==> src/rtl/reg_file_wb_sched_if.sv <==
// Bus bundle between decode, the two result producers and the reg_file write-back
// scheduler. The master drives the requests and the slave (scheduler) drives the responses.
interface reg_file_wb_sched_if #(
  parameter int AW = 5,
  parameter int DW = 32
);
  // Decode issue / hazard check
  logic          iss_valid;
  logic [AW-1:0] iss_rd;
  logic [AW-1:0] PR1;
  logic [AW-1:0] PR2;
  logic          stall;

  // Producer A: in-order pipeline WB stage
  logic          a_valid;
  logic          a_ready;
  logic [AW-1:0] a_wr;
  logic [DW-1:0] a_wd;

  // Producer B: multi-cycle unit
  logic          b_valid;
  logic          b_ready;
  logic [AW-1:0] b_wr;
  logic [DW-1:0] b_wd;

  // reg_file write port
  logic          write;
  logic [AW-1:0] WR;
  logic [DW-1:0] WD;

  modport master (
    output iss_valid, iss_rd, PR1, PR2,
    output a_valid, a_wr, a_wd,
    output b_valid, b_wr, b_wd,
    input  stall, a_ready, b_ready,
    input  write, WR, WD
  );

  modport slave (
    input  iss_valid, iss_rd, PR1, PR2,
    input  a_valid, a_wr, a_wd,
    input  b_valid, b_wr, b_wd,
    output stall, a_ready, b_ready,
    output write, WR, WD
  );
endinterface

==> src/rtl/reg_file_wb_sched.sv <==
// Write-back scheduler for reg_file. It shares one write port between the WB stage (A)
// and the multi-cycle unit (B), and it keeps a pending-result scoreboard that stalls decode.
module reg_file_wb_sched #(
  parameter int AW      = 5,
  parameter int DW      = 32,
  parameter int NREG    = 2 ** AW,
  parameter int MAXWAIT = 3
) (
  input logic               clk,
  input logic               reset,
  reg_file_wb_sched_if.slave bus
);

  localparam int            SW         = $clog2(MAXWAIT + 1);
  localparam logic [SW-1:0] STARVE_MAX = SW'(MAXWAIT);

  logic [SW-1:0]   starve_cnt;
  logic [NREG-1:0] busy;
  logic [NREG-1:0] busy_next;
  logic            b_pri;
  logic            a_grant;
  logic            b_grant;
  logic            a_xfer;
  logic            b_xfer;
  logic            iss_accept;

  // A normally wins. B takes the port once it has been refused MAXWAIT cycles in a row.
  assign b_pri = (starve_cnt == STARVE_MAX);

  // NOTE: every always_comb output gets a default first, so no path can infer a latch.
  always_comb begin
    a_grant = 1'b0;
    b_grant = 1'b0;
    if (reset) begin
      if (b_pri && bus.b_valid) begin
        b_grant = 1'b1;
      end else if (bus.a_valid) begin
        a_grant = 1'b1;
      end else if (bus.b_valid) begin
        b_grant = 1'b1;
      end
    end
  end

  assign bus.a_ready = a_grant;
  assign bus.b_ready = b_grant;
  assign a_xfer      = bus.a_valid && a_grant;
  assign b_xfer      = bus.b_valid && b_grant;

  // Hazard check reads only the registered scoreboard. A result that is being
  // strobed this cycle still counts as pending, because there is no bypass.
  assign bus.stall  = reset && bus.iss_valid &&
                      (busy[bus.PR1] || busy[bus.PR2] || busy[bus.iss_rd]);
  assign iss_accept = bus.iss_valid && !bus.stall;

  // The clear is applied before the set, so a new issue to the register that
  // is retiring on the same edge leaves that register pending.
  always_comb begin
    busy_next = busy;
    if (bus.write) begin
      busy_next[bus.WR] = 1'b0;
    end
    if (iss_accept) begin
      busy_next[bus.iss_rd] = 1'b1;
    end
  end

  // NOTE: sequential state uses non-blocking assignments only, so every flop
  // samples the values from before the edge.
  always_ff @(posedge clk or negedge reset) begin
    if (!reset) begin
      bus.write  <= 1'b0;
      bus.WR     <= '0;
      bus.WD     <= '0;
      // NOTE: the scoreboard is a flop vector, not RAM, and it must be reset.
      // A stale pending bit would deadlock decode.
      busy       <= '0;
      starve_cnt <= '0;
    end else begin
      bus.write <= a_xfer || b_xfer;
      if (a_xfer) begin
        bus.WR <= bus.a_wr;
        bus.WD <= bus.a_wd;
      end else if (b_xfer) begin
        bus.WR <= bus.b_wr;
        bus.WD <= bus.b_wd;
      end

      busy <= busy_next;

      if (!bus.b_valid || b_xfer) begin
        starve_cnt <= '0;
      end else if (starve_cnt != STARVE_MAX) begin
        starve_cnt <= starve_cnt + 1'b1;
      end
    end
  end

  a_one_grant : assert property (@(posedge clk) disable iff (!reset)
    !(bus.a_ready && bus.b_ready));

  a_ready_needs_valid : assert property (@(posedge clk) disable iff (!reset)
    (!bus.a_ready || bus.a_valid) && (!bus.b_ready || bus.b_valid));

endmodule

==> src/flat_wrapper.sv <==
// flat-port wrapper written by rule: the top's interface ports become plain ports
module reg_file_wb_sched_flat 
#(
  parameter int AW      = 5,
  parameter int DW      = 32,
  parameter int NREG    = 2 ** AW,
  parameter int MAXWAIT = 3
)
  (clk, reset, bus_iss_valid, bus_iss_rd, bus_PR1, bus_PR2, bus_a_valid, bus_a_wr, bus_a_wd, bus_b_valid, bus_b_wr, bus_b_wd, bus_stall, bus_a_ready, bus_b_ready, bus_write, bus_WR, bus_WD);
  reg_file_wb_sched_if #(.AW(AW), .DW(DW)) bus_i ();
  input logic clk;
  input logic reset;
  input wire logic [$bits(bus_i.iss_valid)-1:0] bus_iss_valid;
  input wire logic [$bits(bus_i.iss_rd)-1:0] bus_iss_rd;
  input wire logic [$bits(bus_i.PR1)-1:0] bus_PR1;
  input wire logic [$bits(bus_i.PR2)-1:0] bus_PR2;
  input wire logic [$bits(bus_i.a_valid)-1:0] bus_a_valid;
  input wire logic [$bits(bus_i.a_wr)-1:0] bus_a_wr;
  input wire logic [$bits(bus_i.a_wd)-1:0] bus_a_wd;
  input wire logic [$bits(bus_i.b_valid)-1:0] bus_b_valid;
  input wire logic [$bits(bus_i.b_wr)-1:0] bus_b_wr;
  input wire logic [$bits(bus_i.b_wd)-1:0] bus_b_wd;
  output wire logic [$bits(bus_i.stall)-1:0] bus_stall;
  output wire logic [$bits(bus_i.a_ready)-1:0] bus_a_ready;
  output wire logic [$bits(bus_i.b_ready)-1:0] bus_b_ready;
  output wire logic [$bits(bus_i.write)-1:0] bus_write;
  output wire logic [$bits(bus_i.WR)-1:0] bus_WR;
  output wire logic [$bits(bus_i.WD)-1:0] bus_WD;
  assign bus_i.iss_valid = bus_iss_valid;
  assign bus_i.iss_rd = bus_iss_rd;
  assign bus_i.PR1 = bus_PR1;
  assign bus_i.PR2 = bus_PR2;
  assign bus_i.a_valid = bus_a_valid;
  assign bus_i.a_wr = bus_a_wr;
  assign bus_i.a_wd = bus_a_wd;
  assign bus_i.b_valid = bus_b_valid;
  assign bus_i.b_wr = bus_b_wr;
  assign bus_i.b_wd = bus_b_wd;
  assign bus_stall = bus_i.stall;
  assign bus_a_ready = bus_i.a_ready;
  assign bus_b_ready = bus_i.b_ready;
  assign bus_write = bus_i.write;
  assign bus_WR = bus_i.WR;
  assign bus_WD = bus_i.WD;
  reg_file_wb_sched #(.AW(AW), .DW(DW), .NREG(NREG), .MAXWAIT(MAXWAIT)) u_core (.clk(clk), .reset(reset), .bus(bus_i));
endmodule
==> config.mk <==
export PLATFORM = sky130hd
export DESIGN_NAME = reg_file_wb_sched_flat
export DESIGN_NICKNAME = d
export VERILOG_FILES = /design/src/rtl/reg_file_wb_sched_if.sv /design/src/rtl/reg_file_wb_sched.sv /design/src/flat_wrapper.sv
export SDC_FILE = /design/constraint.sdc
export NUM_CORES = 1
export LEC_CHECK = 0
export ABC_AREA = 0
export CAP_MARGIN = 20
export CORE_MARGIN = 1
export CORE_UTILIZATION = 51
export CTS_CLUSTER_DIAMETER = 80
export DETAILED_ROUTE_END_ITERATION = 10
export GPL_TIMING_DRIVEN = 0
export HOLD_SLACK_MARGIN = 0.12
export PLACE_DENSITY_LB_ADDON = 0.15
export SYNTH_ARGS = -nofsm -noshare
export SYNTH_HDL_FRONTEND = slang
export SYNTH_SLANG_ARGS = --single-unit
==> constraint.sdc <==
create_clock -name clk -period 9.4 [get_ports clk]
set_input_delay 2.35 -clock clk [delete_from_list [all_inputs] [get_ports clk]]
set_output_delay 2.35 -clock clk [all_outputs]
set_load 0.05 [all_outputs]
Word level (Yosys, flattened, before mapping)

Index checks and enable logic that the tools add are counted.

Bits in registers: 72
Bits in latches: 0
RAM bits: 0
ROM bits: 0
Bits of input ports: 94
Memories kept: 0

Add/sub/neg operators: 1
Multipliers: 0
Div/mod/pow operators: 0
Magnitude comparators: 6
Equality and inequality tests: 2
Shifts and indexed selects: 0
Mux-type cells: 25
Bitwise logic cells: 3
Reduce and logical (&&, ||, !) cells: 16

Operator list:

| cell                  | count |
|---|---|
| $mux W32              | 4 |
| $and A32 B32 Y32      | 1 |
| $not A32 Y32          | 1 |
| $or A32 B32 Y32       | 1 |
| $lt A5 B6 Y1 const B  | 4 |
| $bmux W1 S5           | 3 |
| $mux W1               | 12 |
| $demux W1 S5          | 2 |
| $ge A5 B1 Y1 const B  | 2 |
| $mux W5               | 2 |
| $logic_and A1 B1 Y1   | 8 |
| $logic_or A1 B1 Y1    | 4 |
| $mux W2               | 2 |
| $reduce_bool A2 Y1    | 2 |
| $add A2 B1 Y2 const B | 1 |
| $eq A2 B2 Y1 const B  | 1 |
| $logic_not A1 Y1      | 2 |
| $ne A2 B2 Y1 const B  | 1 |

Longest topological paths before layout

Word-level depth: 9
Depth in mapped cells: 10
Gate-level depth less buffers: 6

Least setup slack after synthesis

OpenSTA, ideal clock, no wires.

Path type: input-to-output
From: input port bus_iss_rd[1]
To: output port bus_stall
Data arrival time: 4.400 ns
Path slack: 2.650 ns
Cell stages on the path: 10
Path buffers: 4
Cell sequence: buf_6 > buf_6 > mux2i_1 > o22ai_1 > nor4_1 > mux2i_1 > or4_1 > buf_2 > buf_6 > o211a_1

Cells in the longest elaborated chain, start to end: 4

RTL lines:

| what                          | line                    | source |
|---|---|---|
| start, declared               | flat_wrapper.sv:14      | `input wire logic [$bits(bus_i.iss_rd)-1:0] bus_iss_rd;` |
| $bmux W1 S5                   | reg_file_wb_sched.sv:53 | `(busy[bus.PR1] \|\| busy[bus.PR2] \|\| busy[bus.iss_rd]);` |
| $mux W1 (not written as such) | reg_file_wb_sched.sv:53 |  |
| $logic_or A1 B1 Y1            | reg_file_wb_sched.sv:53 |  |
| $logic_and A1 B1 Y1           | reg_file_wb_sched.sv:52 | `assign bus.stall = reset && bus.iss_valid &&` |
| end, declared                 | flat_wrapper.sv:23      | `output wire logic [$bits(bus_i.stall)-1:0] bus_stall;` |

Every way passes these cells. The select of a mux whose other input is x is not followed.

Worst setup path after layout

From: input port bus_iss_rd[4]
To: output port bus_stall

The elaborated chain is that of the path after synthesis.

==> results.md <==
- Flop pwr share: around two fifths
- Register area share after synthesis: 41.37%
- Routed WL: between 10 and 15 mm
- PD cells: ~210 nW/µm²
- Die width: about 94 µm
- Die H: 94.41 µm
- FP Rows: 33
- Final core utilization: roughly 73%
- Slowest stage cell, crit path: clkdlybuf4s50_1
- Gr usage total: between 30% and 40%
- Sw Share: approximately 38%
- Vias per Instance: about 6.5
- Antenna cells: 0
- CTS tree: yes
- Routed length per instance: approximately 21 µm
- Hold WC Path Type: reg2reg
- Root Buffer Master: clkbuf_8
- Num ports: around 140
- CORE AREA: 8258 µm²
- Total number of vias: 4459
- Setup Buffers After CTS: 0
- Placed Area: approximately 5800 µm²
- Tot Pwr: 1.273 mW
- Crit share post-route: between 80% and 90%
- Die footprint: just under 9000 µm²
- Commonest non-fill, non-tap cell in the layout: clkdlybuf4s50_1
- LEAKAGE: about 2.6 nW
- Mean area per synthesized cell: 9.876 µm²
- Post-Place Worst Slack: roughly 1.3 ns
- Worst-path fanout max: 10
- Setup Skew: 0.01281 ns
- DRC violations left: 0
- Most frequent CP cell: clkdlybuf4s50_1
- Pin count of the biggest net entering global routing: 73
- Port-buffer cells: 127
- # setup viols final: 0
- First-pass GRT wire length: 22.16 mm
- Gate power share: a little under 40%
- Fraction of registers with async set/reset: 100.0%
- Clk sinks: 72
- Cells after Synth: between 400 and 500
- Crit path buffers/inverters: 5
- Post-cts sizing count: 0
- Layout Cells excl Fill: 690
- Crit path required time: a little over 7 ns
- Final #Nets: 676
- Antenna Violating Nets Remaining: 0
- Post-synth EDFFs: 0
- Cell Int Power: between 0.7 and 0.8 mW
- Slew @ Worst Pin: ~0.94 ns
- Post-CTS Hold Buffers: 0
- Placed insts: between 600 and 700
- Final Hold Fails: 0
- Fillcell total: roughly 630
- Initial DRC count: 564
- Yosys Warn Count: 0
- CP endpoint kind: output pin
- Initial Util: roughly 53%
- CP Data Arrival Time: between 5 and 6 ns
- Syn-to-layout area delta: 38.06%
- Post-layout min period: between 8 and 9 ns
- Via count of the first global-routing pass: roughly 4400
- Dpl hpwl: about 11 mm
- Design Area, Final: around 6000 µm²
- Critical path type: in2out
- Slowest stage delay, CP: 0.70 ns
- Num CTS Buffers: 9
- Fin. max-slew vios: 0
- Outcome: completed
- CTS H-Tree Depth: 3
- Worst-Skew Late Latency: 0.36 ns
- Synth Flop Type: dfrtp_1
- Sw Pwr: about 0.5 mW
- Max-cap violation count: 0
- Crit start category: input pin
- RSZ-0062 raised after global routing: no
- CTS Buffer Depth: 2
- Relative slew slack: about 37%
- VDD IR-drop max: between 0.0001 and 0.00015 V
- Worst path cell trace: clkdlybuf4s50_1 > clkbuf_1 > nand3b_1 > o22ai_1 > nor4_1 > mux2i_1 > or4_1 > buf_2 > buf_6 > o211a_1 > clkdlybuf4s50_1
- Initial antenna violation count: 0
- Most frequent cells in the layout: clkdlybuf4s50_1 (126), dfrtp_1 (72), nand2_1 (53)
- CP top delay family: buffers and inverters
- Seq cells post-synth: 72
- GPL Wtd Cong: ~0.9
- Yosys cell types: 44
- Max Freq: approximately 120 MHz
- Layout cells sized above 1: under 10%
- Power share of the clock group: a little over a fifth
- Final worst setup slack: about 1.3 ns
- Pre-Repair DR Iteration Count: 8
- Clk pin slew, worst setup/hold paths: roughly 0.070 ns
- Syn_nets: 536
- GR Overflow Total: 0
- Synth Cell Area: 4355 µm²
cell usage after synthesis, types with 2 or more instances:
master,instances,area share (%)
nor4_1,2,0.29
or3b_2,3,0.60
clkbuf_1,26,2.2
nor3_1,6,0.69
o22ai_1,11,1.6
buf_2,4,0.46
a22oi_1,34,5.9
buf_6,5,1.3
o21ai_0,2,0.23
nor2b_1,5,0.72
o41ai_1,23,4.6
buf_1,5,0.43
nand2b_1,2,0.29
a222oi_1,37,8.5
and3_1,3,0.43
nand2_1,53,4.6
o31ai_1,8,1.4
and3b_1,5,1.0
nor4bb_1,2,0.46
nand3b_1,6,1.0
nor2_1,7,0.60
nor4b_1,2,0.40
a21oi_1,5,0.57
nor3b_1,8,1.4
dfrtp_1,72,41
mux2i_1,34,7.8
inv_1,39,3.4
nand3_1,8,0.92
mux2_2,4,1.0
mux4_2,6,3.1
flip-flops by register name, summed over array words and instances (netlist names):
register,cells
u_core.busy,32
u_core.bus.WD,32
u_core.bus.WR,5
u_core.bus.write,1
u_core.starve_cnt,2
final timing paths:
kind / start / endpoint / slack, ns / depth (start not counted)
max: bus_iss_rd[4] / bus_stall / 1.28 / 11
min: u_core.bus.WD[16]$_DFFE_PN0P_ / u_core.bus.WD[16]$_DFFE_PN0P_ / 0.51 / 2
max reg2reg: u_core.busy[23]$_DFF_PN0_ / u_core.busy[17]$_DFF_PN0_ / 6.87 / 8
min reg2reg: u_core.bus.WD[16]$_DFFE_PN0P_ / u_core.bus.WD[16]$_DFFE_PN0P_ / 0.51 / 2
max in group asynchronous: reset / u_core.bus.WD[20]$_DFFE_PN0P_ / 7.08 / 2
min in group asynchronous: reset / u_core.busy[15]$_DFF_PN0_ / 1.78 / 1
metal layers:
layer	up-vias	share of wire (%)	wire length, µm	global-route usage (%)
met1	2144	37	5377	40.29
met5	-	0	0	0
li1	1997	-	-	-
met2	274	49	7072	54.17
met4	0	3.5	504	17.95
met3	44	9.9	1416	7.488
logic make-up (layout without fill, tap and decap cells):
family | after synthesis | after routing | synth area share (%)
AO/OA/AOI/OAI | 126 | 126 | 24.02
adder cells (fa/ha/maj) | 1 | 1 | 0.2872
buffers and inverters | 80 | 224 | 7.957
flip-flops | 72 | 72 | 41.37
multiplexers | 44 | 44 | 11.95
AND/OR/NAND/NOR | 118 | 118 | 14.42
through the flow:
| step | TNS, ns | hold slack [ns] |
|---|---|---|
| CTS | 0 | 0.5089 |
| floorplan | 0 | 0.4959 |
| detailed placement | 0 | 0.4935 |
| global placement | -0.1167 | 0.4877 |
| finish | 0 | 0.5071 |
| global route | 0 | 0.5397 |
tightest hold or removal path, cell delays in order (launching register included):
cell and delay, ns:
dfrtp_1 0.35, a222oi_1 0.08, inv_1 0.05
final cells by class:
cell class | count | area, µm² | area share [%]
clock buffer | 12 | 155.1 | 2.580
timing repair buffer | 129 | 1306 | 21.72
tap | 105 | 131.4 | 2.185
multi-input combinational | 289 | 2207 | 36.70
inverter | 39 | 146.4 | 2.434
clock inverter | 3 | 65.06 | 1.082
buffer | 41 | 200.2 | 3.329
sequential | 72 | 1802 | 29.96
power by group through the flow:
stage	Sequential, mW	Combinational, mW	Clock (mW)
2_1_floorplan	0.534	0.264	0
3_3_place_gp	0.486	0.489	0
3_5_place_dp	0.488	0.500	0
4_1_cts	0.484	0.503	0.277
6_report	0.490	0.506	0.277
5_1_grt	0.496	0.540	0.292
No activity file was read; power rests on OpenSTA's default activity.
==> RTL change 1, RTL diff (config.mk and constraints unchanged) <==
`DW` is set to 32 in 3 places; all go to 64.
--- a/src/rtl/reg_file_wb_sched_if.sv
+++ b/src/rtl/reg_file_wb_sched_if.sv
@@ -3,5 +3,5 @@
 interface reg_file_wb_sched_if #(
   parameter int AW = 5,
-  parameter int DW = 32
+  parameter int DW = 64
 );
   // Decode issue / hazard check
--- a/src/rtl/reg_file_wb_sched.sv
+++ b/src/rtl/reg_file_wb_sched.sv
@@ -3,5 +3,5 @@
 module reg_file_wb_sched #(
   parameter int AW      = 5,
-  parameter int DW      = 32,
+  parameter int DW      = 64,
   parameter int NREG    = 2 ** AW,
   parameter int MAXWAIT = 3
--- a/src/flat_wrapper.sv
+++ b/src/flat_wrapper.sv
@@ -3,5 +3,5 @@
 #(
   parameter int AW      = 5,
-  parameter int DW      = 32,
+  parameter int DW      = 64,
   parameter int NREG    = 2 ** AW,
   parameter int MAXWAIT = 3
Ports: changed (resized bus_WD, bus_a_wd and bus_b_wd); port bits go from 135 to 231. No check against the original RTL was run, so the function may have changed too.
==> RTL change 1 against the unedited design <==
- area after synthesis is 37% higher
- clock power increased by 37%
- routed wire length increased by 45%
- first-iteration DRC count fell by 29%
- power rose by 42%
- worst hold slack better by 62 ps
- critical path depth stayed put
- highest routed layer unchanged
- worst setup slack got worse by 32 ps
- combinational power rose by 46%
- design area rose by 45%
- sequential cell count rose by 32
- count of clock-buffer cells in the layout down 2
==> RTL change 1: results (changes against the unedited design) <==
metric;value;unit;change
status;finished clean;;
vias;5975;;+34%
post_cts_resized;0;;unchanged
synth_fa_ha_area_frac;0.002098;;-0.0007745
max_stage_delay;700;ps;about the same
worst_slew_pin_slew;772.2;ps;-169.9 ps
synthTopCellsByArea;dfrtp_1, mux2i_1, nand2_1, o21ai_0, o41ai_1;;
timing.hold.ws;569.2;ps;+62.14 ps
gp_congestion;0.9992;;+11%
cp_max_fo;10;;unchanged
fill_cells;819;;+31%
reg_top3;u_core.bus.WD: 64 flops, u_core.busy: 32 flops, u_core.bus.WR: 5 flops;;
drtPass1Iterations;5;;-3
io_buffers;224;;+76%
antenna_found_initial;1;;+1
synth_cell_types;40;;-9.1%
reg2reg_to;u_core.busy[30]$_DFF_PN0_;;
skew;9.617;ps;-3.192 ps
r2r_start;u_core.busy[26]$_DFF_PN0_;;
grtUsageTotal;0.3449;;+0.01483
worstHoldStart;u_core.busy[1]$_DFF_PN0_;;
place_area;8417;um2;+45%
hold_depth;2;;unchanged
power_leakage;3.444;nW;+34%
synth_compound_area_frac;0.1723;;-0.06790
worst_path_max_delay_cell;clkdlybuf4s50_1;;
min_path_type;reg -> reg;;
vdd_drop_max;0.1335;mV;+18%
synth-xor-area-share;0.001469;;+0.001469
rr_worst_depth;8;;unchanged
clock_path_buffers;2;;unchanged
holdPathEnd;u_core.busy[1]$_DFF_PN0_;;
clk_pin_slew;70;ps;about the same
reg2reg_setup_slack;6790;ps;-80 ps
yosysWarnings;0;;unchanged
ys_seq_area_frac;0.4364;;+0.02275
layout.nets;1006;;+49%
numCtsBuffers;9;;unchanged
postCtsSetupRepairBufs;0;;unchanged
synth_mux_area_frac;0.2031;;+0.08360
drive_above_1_share;0.05758;;-0.01251
grt_max_degree;73;;unchanged
grt_pass1_wl;31290;um;+41%
avgRoutedWirePerCell;20.92;um;+0.47%
critPathArrivalTime;5800;ps;+30 ps
clock_latency;350;ps;
async_reset_ff_frac;1.000;;unchanged
drtIter0Drc;402;;-29%
place_hpwl;15700;um;+48%
synth_nets;768;;+43%
synth_common_cells;nand2_1, dfrtp_1, mux2i_1, o21ai_0, a22oi_1;;
htree_num_levels;3;;unchanged
grt_pass1_vias;5948;;+36%
root_buffer;clkbuf_16;;
RTL change 1: changes by cell type after synthesis, moves of 3 or more:
| cell | before | now |
|---|---|---|
| mux2i_1 | 34 | 103 |
| o21ai_0 | 2 | 70 |
| nand2_1 | 53 | 115 |
| inv_1 | 39 | 0 |
| a222oi_1 | 37 | 0 |
| dfrtp_1 | 72 | 104 |
| o31ai_1 | 8 | 0 |
| o41ai_1 | 23 | 30 |
| buf_1 | 5 | 11 |
| buf_2 | 4 | 7 |
RTL change 1: how the worst max path moves through the flow:
stage / slack (ps) / endpoint / startpoint
global placement: -1780 / bus_b_ready / reset
CTS: 1300 / bus_stall / bus_iss_rd[4]
global route: 1090 / bus_stall / bus_iss_rd[3]
detailed placement: 1320 / bus_stall / bus_iss_rd[3]
floorplan: 2650 / bus_stall / bus_iss_rd[1]
finish: 1250 / bus_stall / bus_iss_rd[4]
RTL change 1: layout make-up:
cell class                 instances  area share
tap                              143     0.02052
sequential                       104      0.2984
clock inverter                     5    0.006600
multi-input combinational        453      0.3572
antenna                            1   0.0002869
timing repair buffer             227      0.2614
buffer                            52     0.02812
clock buffer                      10     0.02740
RTL change 1: metal layers:
layer	GRT usage	wire, um
met4	0.1523	682
met1	0.4228	8157
met5	0	0
met3	0.07701	1617
met2	0.5826	10360
RTL change 1: logic make-up after synthesis:
| family | count (synthesis) |
|---|---|
| AOI/OAI and AO/OA | 156 |
| xor gates and xnor gates | 1 |
| adders and majority gates | 1 |
| buffers and inverters | 52 |
| DFF | 104 |
| muxes | 113 |
| and+or+nand+nor | 182 |
RTL change 1: per-stage QoR:
stage | TNS (ps) | utilization | total power [mW] | setup slack, ps | instances
4_1_cts | 0 | 0.7631 | 1.793 | 1300 | 993
3_5_place_dp | 0 | 0.7371 | 1.411 | 1321 | 978
2_1_floorplan | 0 | - | 1.111 | 2648 | 609
6_report | 0 | 0.7638 | 1.804 | 1248 | 995
5_1_grt | 0 | 0.7638 | 1.881 | 1090 | 995
3_3_place_gp | -4123 | 0.7343 | 1.389 | -1781 | 976
RTL change 1: critical path, delay by kind of cell:
family	cells	cell delay, ps
AND/OR/NAND/NOR	3	1120
AO/OA/AOI/OAI	2	320
buffers and inverters	5	1890
multiplexers	1	120
RTL change 1: report_power, final:
part           internal (mW)  switching, mW
Sequential             0.559          0.128
Clock                  0.213          0.168
Combinational          0.316          0.421
Total                   1.09          0.717
==> RTL change 2, RTL diff (config.mk and constraints unchanged) <==
Without the edit above. Reset style: synchronous (`reset`), changed in one clocked block.
--- a/src/rtl/reg_file_wb_sched.sv
+++ b/src/rtl/reg_file_wb_sched.sv
@@ -68,5 +68,5 @@
   // NOTE: sequential state uses non-blocking assignments only, so every flop
   // samples the values from before the edge.
-  always_ff @(posedge clk or negedge reset) begin
+  always_ff @(posedge clk) begin
     if (!reset) begin
       bus.write  <= 1'b0;
Check against the original RTL: differs if reset is asserted again (counterexample within 4 cycles, from zero or initial values and one cycle with reset low); with reset held inactive, the same outputs for 4 cycles.
==> RTL change 2 against the unedited design <==
- count of clock-buffer cells in the layout did not move
- area after synthesis down 7.0%
- via count shrank 2.1%
- die area fell by 6.9%
- worst setup slack improved by 23 ps
- register-to-register slack better by 50 ps
- routed wire length down 4.9%
- sequential cell count is the same
- design area is 6.3% lower
- global-route usage grew 0.20 points
- critical endpoint unchanged
Power is not compared: it rests on default switching activity, and its combinational part moved more than twofold at a synthesized area within 25%.
==> RTL change 2: results (changes against the unedited design) <==
metric;value;unit;change
startpoint;bus_iss_rd[3];;
place_area;5459;um2;-5.8%
critPathArrivalTime;5750;ps;-20 ps
clock_path_buffers;2;;unchanged
place_hpwl;10070;um;-5.4%
met1Wirelength;5273;um;-1.9%
timing.hold.ws;446.2;ps;-60.92 ps
reg2reg_to;u_core.busy[14]$_SDFF_PN0_;;
rr_worst_depth;7;;-1
status;finished clean;;
gp_congestion;0.9464;;+5.6%
drive_above_1_share;0.08229;;+0.01220
relSlewSlack;0.5625;;+0.1920
vdd_drop_max;0.09852;mV;
async_reset_ff_frac;0;;-1.000
dp_cells;646;;-4.3%
clock_latency;350;ps;
diodes;0;;unchanged
htree_num_levels;3;;unchanged
vias;4364;;-2.1%
top_layer;met4;;
grt_max_degree;12;;-84%
power_leakage;2.126;nW;
synth_cell_types;56;;+27%
numCtsBuffers;9;;unchanged
worstHoldStart;u_core.starve_cnt[0]$_SDFFE_PP0P_;;
synth_flop_cell;dfxtp_1;;
skew;8.171;ps;-4.638 ps
ys_seq_area_frac;0.3559;;-0.05779
drtPass1Iterations;8;;unchanged
synth_common_cells;dfxtp_1, nor2b_1, a222oi_1, clkbuf_1;;
pre_cts_slack;1365;ps;+17.27 ps
wl_met2;6637;um;-6.2%
syn_inst;416;;-5.7%
maxCapViolCount;0;;unchanged
wl_met3;1240;um;-12%
reg2reg_setup_slack;6920;ps;+50 ps
r2r_start;u_core.busy[24]$_SDFF_PN0_;;
postCtsSetupRepairBufs;0;;unchanged
finalWirelength;13670;um;-4.9%
cp_max_fo;10;;unchanged
vias_per_cell;6.602;;+2.2%
drtIter0Drc;531;;-5.9%
antenna_found_initial;0;;unchanged
grtUsageTotal;0.3321;;+0.002049
worst_path_max_delay_cell;clkdlybuf4s50_1;;
synthTopCellsByArea;dfxtp_1, a222oi_1, nor2b_1, mux4_2, o211ai_1;;
min_path_type;reg -> reg;;
grt_pass1_vias;4409;;+0.48%
synth_nets;511;;-4.7%
yosysWarnings;0;;unchanged
max_stage_delay;820;ps;+120 ps
post_cts_resized;0;;unchanged
grt_pass1_wl;21860;um;-1.3%
clk_pin_slew;70;ps;about the same
holdPathEnd;u_core.starve_cnt[0]$_SDFFE_PP0P_;;
root_buffer;clkbuf_8;;
reg_top3;u_core.bus.WD: 32 flops, u_core.busy: 32 flops, u_core.bus.WR: 5 flops;;
io_buffers;128;;+0.79%
hold_depth;1;;-1
[RTL change 2: cell count changes in the layout (fill, tap and decap cells not counted), moves of 19 or more]
cell and change:
dfrtp_1 -72, dfxtp_1 +72, nand2_1 -42, nor2b_1 +39
inv_1 -35, a22oi_1 -34, o41ai_1 -22, mux2i_1 -20
o211ai_1 +19
[RTL change 2: worst max-delay path: cells and delay by family]
kind | cells | cell delay, ps
and+or+nand+nor | 3 | 570
buffers and inverters | 5 | 2020
AOI/OAI and AO/OA | 2 | 800
[RTL change 2: area by class of cell]
class                   count  area [um2]
flip-flops and latches     72        1441
inverters                   4       15.01
multi-input cells         294        2376
repair buffers            128        1281
plain buffers              46       217.7
fillers                   602        2056
clock inverters             3       17.52
clock buffers              12       155.1
well taps                 102       127.6
[RTL change 2: cells by family after synthesis]
group / count (synthesis) / synth area share
multiplexers: 35 / 0.1254
AND/OR/NAND/NOR: 135 / 0.1977
adder cells (fa/ha/maj): 1 / 0.003089
flip-flops: 72 / 0.3559
AO/OA/AOI/OAI: 123 / 0.2604
buffers and inverters: 50 / 0.05746
[RTL change 2: worst max path at each step]
stage | cells past startpoint | slack, ps | end
floorplan | 10 | 2490 | bus_stall
global placement | 10 | 1420 | bus_stall
detailed placement | 10 | 1370 | bus_stall
CTS | 10 | 1360 | bus_stall
global route | 11 | 1110 | bus_stall
finish | 10 | 1300 | bus_stall
[RTL change 2: metal layers]
layer / vias to the layer above / global-route usage
li1: 1951 / -
met1: 2088 / 0.3979
met2: 272 / 0.5663
met3: 53 / 0.06616
met4: 0 / 0.1640
met5: - / 0
[RTL change 2: power breakdown]
part / switching [mW] / leakage [nW] / internal [mW]
Sequential: 0.00834 / 0.586 / 0.316
Combinational: 0.103 / 1.45 / 0.0815
Clock: 0.113 / 0.0882 / 0.108
Total: 0.225 / 2.13 / 0.506
